### src/rtl/a5_1_decipher_if.sv
// Handshake and data bundle between an A5/1 decipher engine and its controller.
// The master drives the frame request; the slave answers with status and plaintext.
interface a5_1_decipher_if #(
    parameter int KEY_W   = 64,
    parameter int FRAME_W = 22,
    parameter int MSG_W   = 256
);
    logic               start;
    logic [KEY_W-1:0]   key;
    logic [FRAME_W-1:0] frame;
    logic [MSG_W-1:0]   ct;
    logic               busy;
    logic               done;
    logic [MSG_W-1:0]   pt;
    logic               ks_bit;
    logic               ks_valid;

    modport master (
        output start, key, frame, ct,
        input  busy, done, pt, ks_bit, ks_valid
    );

    modport slave (
        input  start, key, frame, ct,
        output busy, done, pt, ks_bit, ks_valid
    );
endinterface

### src/rtl/a5_1_decipher.sv
// Bit-serial receive-side A5/1: key/frame load, 100 discarded mixing steps, then one
// keystream bit per clock XORed into the captured ciphertext to recover the plaintext.
module a5_1_decipher #(
    parameter int KEY_W      = 64,
    parameter int FRAME_W    = 22,
    parameter int MIX_CYCLES = 100,
    parameter int MSG_W      = 256
) (
    input logic            clk,
    input logic            rst,
    a5_1_decipher_if.slave bus
);

    localparam int MAX_KF  = (KEY_W > FRAME_W) ? KEY_W : FRAME_W;
    localparam int MAX_KFM = (MAX_KF > MIX_CYCLES) ? MAX_KF : MIX_CYCLES;
    localparam int MAX_ALL = (MAX_KFM > MSG_W) ? MAX_KFM : MSG_W;
    localparam int CNT_W   = (MAX_ALL > 1) ? $clog2(MAX_ALL) : 1;

    typedef enum logic [2:0] {
        IDLE,
        LOAD_K,
        LOAD_F,
        MIX,
        STREAM,
        DONE
    } state_t;

    state_t             state_q, state_d;
    logic [CNT_W-1:0]   cnt_q, cnt_d;
    logic [18:0]        r1_q, r1_d;
    logic [21:0]        r2_q, r2_d;
    logic [22:0]        r3_q, r3_d;
    logic [KEY_W-1:0]   keySh_q, keySh_d;
    logic [FRAME_W-1:0] frameSh_q, frameSh_d;
    logic [MSG_W-1:0]   ctSh_q, ctSh_d;
    logic [MSG_W-1:0]   ptSh_q, ptSh_d;
    logic               busy_q, busy_d;
    logic               done_q, done_d;
    logic               ksBit_q, ksBit_d;
    logic               ksValid_q, ksValid_d;

    logic        loadBit;
    logic        majorityMode;
    logic        maj;
    logic        en1, en2, en3;
    logic        fb1, fb2, fb3;
    logic [18:0] r1Step;
    logic [21:0] r2Step;
    logic [22:0] r3Step;
    logic        z;

    // Captured key/frame are consumed LSB first by shifting them right each load step.
    assign loadBit = (state_q == LOAD_K) ? keySh_q[0] :
                     (state_q == LOAD_F) ? frameSh_q[0] : 1'b0;

    assign majorityMode = (state_q == MIX) || (state_q == STREAM);
    assign maj = (r1_q[8] & r2_q[10]) | (r1_q[8] & r3_q[10]) | (r2_q[10] & r3_q[10]);

    assign en1 = !majorityMode || (r1_q[8]  == maj);
    assign en2 = !majorityMode || (r2_q[10] == maj);
    assign en3 = !majorityMode || (r3_q[10] == maj);

    assign fb1 = r1_q[13] ^ r1_q[16] ^ r1_q[17] ^ r1_q[18] ^ loadBit;
    assign fb2 = r2_q[20] ^ r2_q[21] ^ loadBit;
    assign fb3 = r3_q[7] ^ r3_q[20] ^ r3_q[21] ^ r3_q[22] ^ loadBit;

    assign r1Step = en1 ? {r1_q[17:0], fb1} : r1_q;
    assign r2Step = en2 ? {r2_q[20:0], fb2} : r2_q;
    assign r3Step = en3 ? {r3_q[21:0], fb3} : r3_q;

    // Keystream bit comes from the registers as they will be after this step.
    assign z = r1Step[18] ^ r2Step[21] ^ r3Step[22];

    always_comb begin
        state_d   = state_q;
        cnt_d     = cnt_q;
        r1_d      = r1_q;
        r2_d      = r2_q;
        r3_d      = r3_q;
        keySh_d   = keySh_q;
        frameSh_d = frameSh_q;
        ctSh_d    = ctSh_q;
        ptSh_d    = ptSh_q;
        busy_d    = busy_q;
        done_d    = done_q;
        ksBit_d   = ksBit_q;
        ksValid_d = 1'b0;

        case (state_q)
            IDLE, DONE: begin
                if (bus.start) begin
                    keySh_d   = bus.key;
                    frameSh_d = bus.frame;
                    ctSh_d    = bus.ct;
                    r1_d      = '0;
                    r2_d      = '0;
                    r3_d      = '0;
                    ptSh_d    = '0;
                    cnt_d     = '0;
                    busy_d    = 1'b1;
                    done_d    = 1'b0;
                    state_d   = LOAD_K;
                end
            end
            LOAD_K: begin
                r1_d    = r1Step;
                r2_d    = r2Step;
                r3_d    = r3Step;
                keySh_d = keySh_q >> 1;
                if (cnt_q == CNT_W'(KEY_W - 1)) begin
                    cnt_d   = '0;
                    state_d = LOAD_F;
                end else begin
                    cnt_d = cnt_q + CNT_W'(1);
                end
            end
            LOAD_F: begin
                r1_d      = r1Step;
                r2_d      = r2Step;
                r3_d      = r3Step;
                frameSh_d = frameSh_q >> 1;
                if (cnt_q == CNT_W'(FRAME_W - 1)) begin
                    cnt_d   = '0;
                    state_d = MIX;
                end else begin
                    cnt_d = cnt_q + CNT_W'(1);
                end
            end
            MIX: begin
                r1_d = r1Step;
                r2_d = r2Step;
                r3_d = r3Step;
                if (cnt_q == CNT_W'(MIX_CYCLES - 1)) begin
                    cnt_d   = '0;
                    state_d = STREAM;
                end else begin
                    cnt_d = cnt_q + CNT_W'(1);
                end
            end
            STREAM: begin
                r1_d      = r1Step;
                r2_d      = r2Step;
                r3_d      = r3Step;
                // Plaintext enters at the MSB; after MSG_W steps bit i sits at position i.
                ptSh_d    = {ctSh_q[0] ^ z, ptSh_q[MSG_W-1:1]};
                ctSh_d    = ctSh_q >> 1;
                ksBit_d   = z;
                ksValid_d = 1'b1;
                if (cnt_q == CNT_W'(MSG_W - 1)) begin
                    cnt_d   = '0;
                    busy_d  = 1'b0;
                    done_d  = 1'b1;
                    state_d = DONE;
                end else begin
                    cnt_d = cnt_q + CNT_W'(1);
                end
            end
            default: begin
                state_d = IDLE;
            end
        endcase
    end

    always_ff @(posedge clk) begin
        if (rst) begin
            state_q   <= IDLE;
            cnt_q     <= '0;
            r1_q      <= '0;
            r2_q      <= '0;
            r3_q      <= '0;
            keySh_q   <= '0;
            frameSh_q <= '0;
            ctSh_q    <= '0;
            ptSh_q    <= '0;
            busy_q    <= 1'b0;
            done_q    <= 1'b0;
            ksBit_q   <= 1'b0;
            ksValid_q <= 1'b0;
        end else begin
            state_q   <= state_d;
            cnt_q     <= cnt_d;
            r1_q      <= r1_d;
            r2_q      <= r2_d;
            r3_q      <= r3_d;
            keySh_q   <= keySh_d;
            frameSh_q <= frameSh_d;
            ctSh_q    <= ctSh_d;
            ptSh_q    <= ptSh_d;
            busy_q    <= busy_d;
            done_q    <= done_d;
            ksBit_q   <= ksBit_d;
            ksValid_q <= ksValid_d;
        end
    end

    assign bus.busy     = busy_q;
    assign bus.done     = done_q;
    assign bus.pt       = ptSh_q;
    assign bus.ks_bit   = ksBit_q;
    assign bus.ks_valid = ksValid_q;

endmodule

### src/flat_wrapper.sv
// flat-port wrapper written by rule: the top's interface ports become plain ports
module a5_1_decipher_flat 
#(
    parameter int KEY_W      = 64,
    parameter int FRAME_W    = 22,
    parameter int MIX_CYCLES = 100,
    parameter int MSG_W      = 256
)
  (clk, rst, bus_start, bus_key, bus_frame, bus_ct, bus_busy, bus_done, bus_pt, bus_ks_bit, bus_ks_valid);
  a5_1_decipher_if #(.KEY_W(KEY_W), .FRAME_W(FRAME_W), .MSG_W(MSG_W)) bus_i ();
  input logic clk;
  input logic rst;
  input wire logic [$bits(bus_i.start)-1:0] bus_start;
  input wire logic [$bits(bus_i.key)-1:0] bus_key;
  input wire logic [$bits(bus_i.frame)-1:0] bus_frame;
  input wire logic [$bits(bus_i.ct)-1:0] bus_ct;
  output wire logic [$bits(bus_i.busy)-1:0] bus_busy;
  output wire logic [$bits(bus_i.done)-1:0] bus_done;
  output wire logic [$bits(bus_i.pt)-1:0] bus_pt;
  output wire logic [$bits(bus_i.ks_bit)-1:0] bus_ks_bit;
  output wire logic [$bits(bus_i.ks_valid)-1:0] bus_ks_valid;
  assign bus_i.start = bus_start;
  assign bus_i.key = bus_key;
  assign bus_i.frame = bus_frame;
  assign bus_i.ct = bus_ct;
  assign bus_busy = bus_i.busy;
  assign bus_done = bus_i.done;
  assign bus_pt = bus_i.pt;
  assign bus_ks_bit = bus_i.ks_bit;
  assign bus_ks_valid = bus_i.ks_valid;
  a5_1_decipher #(.KEY_W(KEY_W), .FRAME_W(FRAME_W), .MIX_CYCLES(MIX_CYCLES), .MSG_W(MSG_W)) u_core (.clk(clk), .rst(rst), .bus(bus_i));
endmodule
### config.mk
export PLATFORM = sky130hd
export DESIGN_NAME = a5_1_decipher_flat
export DESIGN_NICKNAME = d
export VERILOG_FILES = /design/src/rtl/a5_1_decipher_if.sv /design/src/rtl/a5_1_decipher.sv /design/src/flat_wrapper.sv
export SDC_FILE = /design/constraint.sdc
export NUM_CORES = 1
export LEC_CHECK = 0
export BUFFER_PORTS_ARGS = -buffer_cell sky130_fd_sc_hd__buf_2
export CAP_MARGIN = 20
export CORE_AREA = 3 3 233 235
export CTS_CLUSTER_SIZE = 12
export DETAILED_ROUTE_END_ITERATION = 12
export DIE_AREA = 0 0 236 238
export PLACE_DENSITY = 0.73
export SYNTH_ARGS = -nofsm -noshare
export SYNTH_HDL_FRONTEND = slang
export SYNTH_SLANG_ARGS = --single-unit
### constraint.sdc
create_clock -name clk -period 2.7 [get_ports clk]
set_clock_uncertainty 0.15 [all_clocks]
set_input_delay 0.54 -clock clk [delete_from_list [all_inputs] [get_ports clk]]
set_output_delay 0.54 -clock clk [all_outputs]
set_load 0.1 [all_outputs]
==> impl_summary.txt, run 1 <==
----------------------------------------------------
[STA]
  Setup repair after global routing missed its margin ... false
  Setup Viol. Count Final ... 0
  Hold violation count in the final report ... 0
  Portion of the clock cycle consumed by the worst path in the final layout ... 0.9163
  Total negative slack for setup checks ... 0 ns
  Time the final worst path needs with I/O delays and setup ... 2.474 ns
  Final number of max-transition violations ... 0
  Max-Slew Margin vs Limit ... 0.4313
  Max Clock Freq ... 404.2 MHz
  Worst Tran Pin Value ... 0.8531 ns

[Synthesis]
  Post-synthesis average cell area ... 10.50 um2
  Count of unique library cells instantiated by Yosys ... 46
  Sequential-to-total area share from yosys stat ... 0.5285
  Most instantiated flip-flop cell in the synthesis netlist ... sky130_fd_sc_hd__dfxtp_1
  Proportion of register bits with asynchronous set or reset after synthesis ... 0
  Synth cell count leaders ... sky130_fd_sc_hd__dfxtp_1, sky130_fd_sc_hd__nor2_1, sky130_fd_sc_hd__mux2i_1
  Number of flops mapped to enable cells by yosys ... 0
  Synth warn ... 0
  Area fraction of the dominant cell type after synthesis ... 0.5285
  Cells taking the most area after synthesis ... sky130_fd_sc_hd__dfxtp_1, sky130_fd_sc_hd__mux2i_1, sky130_fd_sc_hd__a211oi_1, sky130_fd_sc_hd__a22o_1, sky130_fd_sc_hd__nor2_1
  Flip-flop and latch count after synthesis ... 677
  Synth Cell Area ... 25640 um2
  Number of instances in the synthesized netlist ... 2443
  Most common cell in the synthesized netlist ... sky130_fd_sc_hd__dfxtp_1
  Post-synth top area cell ... sky130_fd_sc_hd__dfxtp_1
  Net count after synthesis ... 2790

[Die]
  Floorplan die area ... 56170 um2
  Die Height ... 238 um
  Row count ... 84
  Core Footprint ... 52450 um2
  Starting density of the core ... 0.4890
  Boundary Pins ... 605
  Die W ... 236 um

[Detailed routing]
  Length of the first detailed-routing pass in iterations ... 5
  Antenna-violating nets left ... 0
  DRT iter0 DRCs ... 1483
  DRC violations left ... 0
  Via count of the routed design ... 20828
  DRT Wirelength ... 73350 um
  Per-cell via count in the routed design ... 5.640
  Routed length per instance ... 19.86 um

[Place]
  Number of placed cells counting well taps ... 3556
  Detailed-placement wirelength estimate ... 50770 um
  Number of buffers added on ports ... 604
  Placer Congestion ... 0.9034

[Clocking]
  Clock buffers created by TritonCTS ... 72
  Number of clock sinks ... 677
  H-Tree Level Count ... 3
  Root buffer cell ... sky130_fd_sc_hd__clkbuf_16
  Buffers from clock root to sink, at most ... 3
  Clock tree from TritonCTS ... done
  Clock Latency Late Sink ... 0.61 ns
  Post CTS Setup Buffer Count ... 0
  Clock slew seen by the registers of the worst setup and hold paths ... 0.06 ns

[GRT]
  Maximum number of pins on one net before global-route repair ... 192
  Global-route usage over all layers ... 0.2464
  Number of global-route vias before repair ... 20024
  Antenna violations before repair ... 30
  Wire length of the first global-routing pass ... 112000 um
  Overflow after GRT ... 0

[Worst setup path]
  Data arrival time at the worst-slack endpoint ... 2.82 ns
  Delay of the slowest critical-path stage ... 0.42 ns
  Cell-by-cell trace of the critical path ... buf_4 -> nor2b_1 -> nor4b_2 -> buf_4 -> buf_12 -> buf_12 -> mux2i_1 -> a211oi_1
  Required time at the endpoint of the critical path ... 3.05 ns
  Worst setup path class ... reg -> reg
  CP max FO ... 25
  FF-to-FF setup slack ... 0.23 ns
  Cell family with most CP delay ... buffers and inverters
  Slowest-stage cell, CP ... sky130_fd_sc_hd__nor4b_2
  Count of buffering cells on the critical path with inverters included ... 4
  Category of the worst setup path launch point ... flip-flop
  Crit. End Element ... flip-flop

[Final layout]
  Finished Core Util ... 0.6009
  Area growth syn-to-layout ... 22.89%
  # nets final ... 3290
  Fraction of layout instances using a drive strength above 1 ... 0.2571
  Non-filler cells in the finished layout ... 3693

[Min path]
  Hold/Removal Path Class ... in -> reg

[Flow run]
  Max-cap check violation count ... 0

[Pwr]
  Static leakage ... 14.29 nW
  IR drop worst, VDD ... 486.2 uV
  Power Density ... 762.5 nW/um2

[Status]
  Outcome ... completed

----------------------------------------------------
[power by group]
| part | switching [W] | internal (W) | leakage [nW] |
|---|---|---|---|
| registers | 0.000402 | 0.0107 | 5.52 |
| clock network | 0.00400 | 0.00548 | 1.10 |
| logic | 0.00185 | 0.00156 | 7.68 |
[metal layers]
metal	part of all wire	up-vias	track usage
met2	0.47	624	0.4005
met3	0.065	167	0.06288
li1	-	10045	-
met4	0.040	22	0.1112
met5	0.0020	-	0
met1	0.42	9970	0.3100
[worst paths after layout]
check,startpoint,to,cells past startpoint
max reg2reg,u_core.state_q[2],u_core.ctSh_q[83],8
min,rst,u_core.ctSh_q[254],2
max,u_core.state_q[2],u_core.ctSh_q[83],8
min reg2reg,u_core.bus.pt[161],u_core.bus.pt[160],1
[layout make-up]
| cell class | instances | area [um2] |
|---|---|---|
| Sequential cell | 677 | 13550 |
| Inverter | 2 | 7.507 |
| Multi-Input combinational cell | 1532 | 11080 |
| Clock inverter | 19 | 222.7 |
| Clock buffer | 99 | 2003 |
| Tap cell | 688 | 860.8 |
| Antenna cell | 18 | 45.04 |
| Fill cell | 4373 | 20930 |
| Timing Repair Buffer | 658 | 3739 |
[cell families after synthesis]
kind of cell,Yosys count,share of synthesized area
simple gates,477,0.07504
xor+xnor,15,0.005660
mux,346,0.1351
compound gates,692,0.2141
flops,677,0.5285
buf+inv,234,0.04064
fa+ha+maj,2,0.0009757
[state kept, by name (all words and copies together), names as in the netlist]
name                 cells
u_core.bus.busy          1
u_core.bus.done          1
u_core.bus.ks_bit        1
u_core.bus.ks_valid      1
u_core.bus.pt          256
u_core.cnt_q             8
u_core.ctSh_q          256
u_core.frameSh_q        22
u_core.keySh_q          64
u_core.r1_q             19
u_core.r2_q             22
u_core.r3_q             23
u_core.state_q           3
[stage by stage]
step	area (um2)	total power (W)	hold WS, ns	setup WS, ns
after detailed placement	29230	0.01471	0.3283	0.1665
final	31510	0.02403	0.09623	0.2259
after global routing	31500	0.02501	0.06572	0.06365
after floorplan	25640	0.01381	0.3158	0.6380
after CTS	31460	0.02420	0.05031	0.1427
after global placement	29230	0.01459	0.3209	0.2973
[what timing repair did]
| action | 4_1_cts | 5_1_grt |
|---|---|---|
| setup endpoints to repair | 0 | 1 |
| gates resized for setup | 0 | 1 |
| hold buffers | 0 | 0 |
[worst register-to-register path, stage by stage, from the launching register on]
cell	delay (ns)
sky130_fd_sc_hd__dfxtp_1	0.39
sky130_fd_sc_hd__buf_4	0.20
sky130_fd_sc_hd__nor2b_1	0.14
sky130_fd_sc_hd__nor4b_2	0.42
sky130_fd_sc_hd__buf_4	0.21
sky130_fd_sc_hd__buf_12	0.22
sky130_fd_sc_hd__buf_12	0.26
sky130_fd_sc_hd__mux2i_1	0.12
sky130_fd_sc_hd__a211oi_1	0.26
[cell usage in the layout (no fill, tap or decap), types with 8 or more instances in the layout]
cell / count
sky130_fd_sc_hd__clkinv_2: 8
sky130_fd_sc_hd__dfxtp_1: 677
sky130_fd_sc_hd__buf_4: 30
sky130_fd_sc_hd__a22o_1: 256
sky130_fd_sc_hd__clkbuf_1: 17
sky130_fd_sc_hd__diode_2: 18
sky130_fd_sc_hd__buf_2: 603
sky130_fd_sc_hd__xnor2_1: 9
sky130_fd_sc_hd__nand3_1: 8
sky130_fd_sc_hd__buf_12: 24
sky130_fd_sc_hd__nor2_1: 417
sky130_fd_sc_hd__clkbuf_8: 10
sky130_fd_sc_hd__a22oi_1: 66
sky130_fd_sc_hd__mux2i_1: 346
sky130_fd_sc_hd__nand2_1: 13
sky130_fd_sc_hd__nor2b_1: 8
sky130_fd_sc_hd__a211oi_1: 341
sky130_fd_sc_hd__clkbuf_16: 72
Power figures use the tool's default switching activity.
==> run 2: changes to the inputs <==
--- a/config.mk
+++ b/config.mk
@@ -11,7 +11,7 @@
 export CTS_CLUSTER_SIZE = 12
 export DETAILED_ROUTE_END_ITERATION = 12
 export DIE_AREA = 0 0 236 238
-export PLACE_DENSITY = 0.73
+export PLACE_DENSITY_LB_ADDON = 0.05
 export SYNTH_ARGS = -nofsm -noshare
 export SYNTH_HDL_FRONTEND = slang
 export SYNTH_SLANG_ARGS = --single-unit
==> run 2 against run 1 <==
Against the previous run: flip-flop and latch count is the same; combinational power shrank 2%; critical endpoint is now u_core.ctSh_q[53]; via count fell by 2.5%; critical path type unchanged; largest power group unchanged; maximum frequency is 0.85% lower; highest routed layer unchanged; die area is the same; sequential power is essentially flat; global-route usage shrank 1.1 points; design area down 0.21%; first-iteration DRC count shrank 4.8%.
==> impl_summary.txt, run 2 (synthesis results as in run 1) <==
----------------------------------------------------
[Status]
  Outcome ... completed (unchanged)

[STA]
  Portion of the clock cycle consumed by the worst path in the final layout ... 0.9242 (was 0.9163)
  Max Clock Freq ... 400.8 MHz (was 404.2 MHz)
  Worst Tran Pin Value ... 0.8891 ns (was 0.8531 ns)
  Hold violation count in the final report ... 0 (unchanged)
  Max-Slew Margin vs Limit ... 0.4073 (was 0.4313)
  Setup repair after global routing missed its margin ... false (unchanged)
  Total negative slack for setup checks ... 0 ns (unchanged)
  Setup Viol. Count Final ... 0 (unchanged)
  Final number of max-transition violations ... 0 (unchanged)
  Time the final worst path needs with I/O delays and setup ... 2.495 ns (was 2.474 ns)

[Worst setup path]
  CP max FO ... 37 (was 25)
  Delay of the slowest critical-path stage ... 0.59 ns (was 0.42 ns)
  Required time at the endpoint of the critical path ... 2.98 ns (was 3.05 ns)
  Worst setup path class ... reg -> reg (unchanged)
  Category of the worst setup path launch point ... flip-flop (unchanged)
  FF-to-FF setup slack ... 0.20 ns (was 0.23 ns)
  Reg2reg path depth ... 7 (was 8)
  Critical Path Most Common Cell ... sky130_fd_sc_hd__buf_12
  Slowest-stage cell, CP ... sky130_fd_sc_hd__dfxtp_1 (was sky130_fd_sc_hd__nor4b_2)
  Crit. End Element ... flip-flop (unchanged)
  Data arrival time at the worst-slack endpoint ... 2.78 ns (was 2.82 ns)
  Capturing point of the worst reg2reg path ... u_core.ctSh_q[53] (was u_core.ctSh_q[83])
  Origin of the critical flop-to-flop path ... u_core.state_q[0] (was u_core.state_q[2])
  Cell-by-cell trace of the critical path ... nor2b_1 -> nor4b_4 -> buf_4 -> buf_12 -> buf_12 -> mux2i_1 -> a211oi_1 (was buf_4 -> nor2b_1 -> nor4b_2 -> buf_4 -> buf_12 -> buf_12 -> mux2i_1 -> a211oi_1)

[Die]
  Floorplan die area ... 56170 um2 (unchanged)
  Row count ... 84 (unchanged)
  Boundary Pins ... 605 (unchanged)
  Starting density of the core ... 0.4890 (unchanged)
  Die Height ... 238 um (unchanged)
  Die W ... 236 um (unchanged)
  Core Footprint ... 52450 um2 (unchanged)

[GRT]
  Wire length of the first global-routing pass ... 107800 um (was 112000 um)
  Number of global-route vias before repair ... 19214 (was 20024)
  Overflow after GRT ... 0 (unchanged)
  Maximum number of pins on one net before global-route repair ... 188 (was 192)
  Antenna violations before repair ... 25 (was 30)
  Global-route usage over all layers ... 0.2356 (was 0.2464)

[Pwr]
  Power Density ... 759.3 nW/um2 (was 762.5 nW/um2)
  Internal Dissipation ... 0.01775 W (was 0.01778 W)
  Switching fraction of total power ... 0.2566 (was 0.2600)
  IR drop worst, VDD ... 412.1 uV (was 486.2 uV)
  Static leakage ... 14.25 nW (was 14.29 nW)
  Portion of total power attributed to the clock network ... 0.395 (was 0.394)
  Power share of the sequential group ... 0.466 (was 0.464)
  Switching component of the power ... 0.006126 W (was 0.006249 W)
  Combinational fraction of design power ... 0.139 (was 0.142)

[Detailed routing]
  DRT Wirelength ... 69990 um (was 73350 um)
  Antenna-violating nets left ... 0 (unchanged)
  Length of the first detailed-routing pass in iterations ... 5 (unchanged)
  DRC violations left ... 0 (unchanged)
  Routed length per instance ... 18.95 um (was 19.86 um)
  Via count of the routed design ... 20305 (was 20828)
  DRT iter0 DRCs ... 1412 (was 1483)
  Per-cell via count in the routed design ... 5.497 (was 5.640)

[Clocking]
  Buffers from clock root to sink, at most ... 3 (unchanged)
  Post CTS Setup Buffer Count ... 0 (unchanged)
  Clock tree from TritonCTS ... done (unchanged)
  Clock buffers created by TritonCTS ... 72 (unchanged)
  Number of clock sinks ... 677 (unchanged)
  Root buffer cell ... sky130_fd_sc_hd__clkbuf_16 (unchanged)
  H-Tree Level Count ... 3 (unchanged)
  Clock Latency Late Sink ... 0.60 ns (was 0.61 ns)
  Clock slew seen by the registers of the worst setup and hold paths ... 0.06 ns (about the same)

[Final layout]
  Finished Core Util ... 0.5996 (was 0.6009)
  Area growth syn-to-layout ... 22.63% (was 22.89%)
  Fraction of layout instances using a drive strength above 1 ... 0.2549 (was 0.2571)
  # nets final ... 3283 (was 3290)
  Commonest cells after routing, fill and taps aside ... sky130_fd_sc_hd__dfxtp_1, sky130_fd_sc_hd__buf_2, sky130_fd_sc_hd__nor2_1 (unchanged)
  Most common library cell in the layout ignoring fill and taps ... sky130_fd_sc_hd__dfxtp_1 (unchanged)
  # fillers ... 4535 (was 4373)

[Place]
  Detailed-placement wirelength estimate ... 47800 um (was 50770 um)
  Placer Congestion ... 0.8444 (was 0.9034)
  Number of buffers added on ports ... 604 (unchanged)

[Min path]
  Hold/Removal Path Class ... in -> reg (unchanged)
  Startpoint of the tightest hold check path ... bus_key[63] (was rst)
  Capture endpoint of the worst hold path ... u_core.keySh_q[63] (was u_core.ctSh_q[254])
  Worst Hold Path Cells ... 3 (was 2)

[Flow run]
  Max-cap check violation count ... 0 (unchanged)

----------------------------------------------------
run 2: worst max-delay path by stage:
stage	from	to	slack, ns	cells after the start
after floorplan	u_core.state_q[2]	u_core.bus.pt[255]	0.64	6
after global placement	u_core.state_q[2]	u_core.r1_q[7]	0.21	5
after detailed placement	u_core.state_q[0]	u_core.ctSh_q[28]	0.15	6
after CTS	u_core.state_q[2]	u_core.r1_q[3]	0.12	5
after global routing	u_core.state_q[2]	u_core.ctSh_q[102]	0.03	7
final	u_core.state_q[0]	u_core.ctSh_q[53]	0.20	7
run 2: critical path: cells and delay by family, from the launching register on:
kind            cells  cell delay, ns
mux                 1            0.25
compound gates      1            0.09
simple gates        2            0.50
flops               1            0.59
buf+inv             3            0.68
run 2: what timing repair did:
action,in CTS,in global routing
hold buffers,0,0
gates resized for setup,0,3
endpoints found under the setup margin,0,65
run 2: power groups by stage:
stage | Combinational (W) | Sequential [W] | Clock [W]
6_report | 0.00333 | 0.0111 | 0.00943
2_1_floorplan | 0.00256 | 0.0112 | 0
5_1_grt | 0.00368 | 0.0112 | 0.0100
3_3_place_gp | 0.00322 | 0.0113 | 0
3_5_place_dp | 0.00328 | 0.0113 | 0
4_1_cts | 0.00331 | 0.0111 | 0.00965
run 2: metal layers:
layer	GRT usage	vias to the layer above	wire length, um
met1	0.3109	9654	30770
met5	0	-	23
met3	0.04854	137	3332
met2	0.3741	477	33080
li1	-	10033	-
met4	0.1069	4	2777
run 2: through the flow:
stage | instance area [um2] | setup WS [ns] | instances | power [W] | hold WS [ns]
after floorplan | 25640 | 0.6380 | 2443 | 0.01381 | 0.3158
after global placement | 29080 | 0.2087 | 3547 | 0.01453 | 0.3057
after detailed placement | 29080 | 0.1472 | 3547 | 0.01461 | 0.3131
after CTS | 31310 | 0.1174 | 3667 | 0.02408 | 0.04896
after global routing | 31440 | 0.03083 | 3690 | 0.02491 | 0.07347
final | 31450 | 0.2048 | 3694 | 0.02388 | 0.09341
run 2: final cells by class:
type	instances	area [um2]	area share
Clock buffer	107	2095	0.06660
Tap cell	688	860.8	0.02737
Antenna cell	24	60.06	0.001910
Inverter	2	7.507	0.0002387
Timing Repair Buffer	651	3642	0.1158
Sequential cell	677	13550	0.4310
Clock inverter	13	138.9	0.004416
Multi-Input combinational cell	1532	11090	0.3527
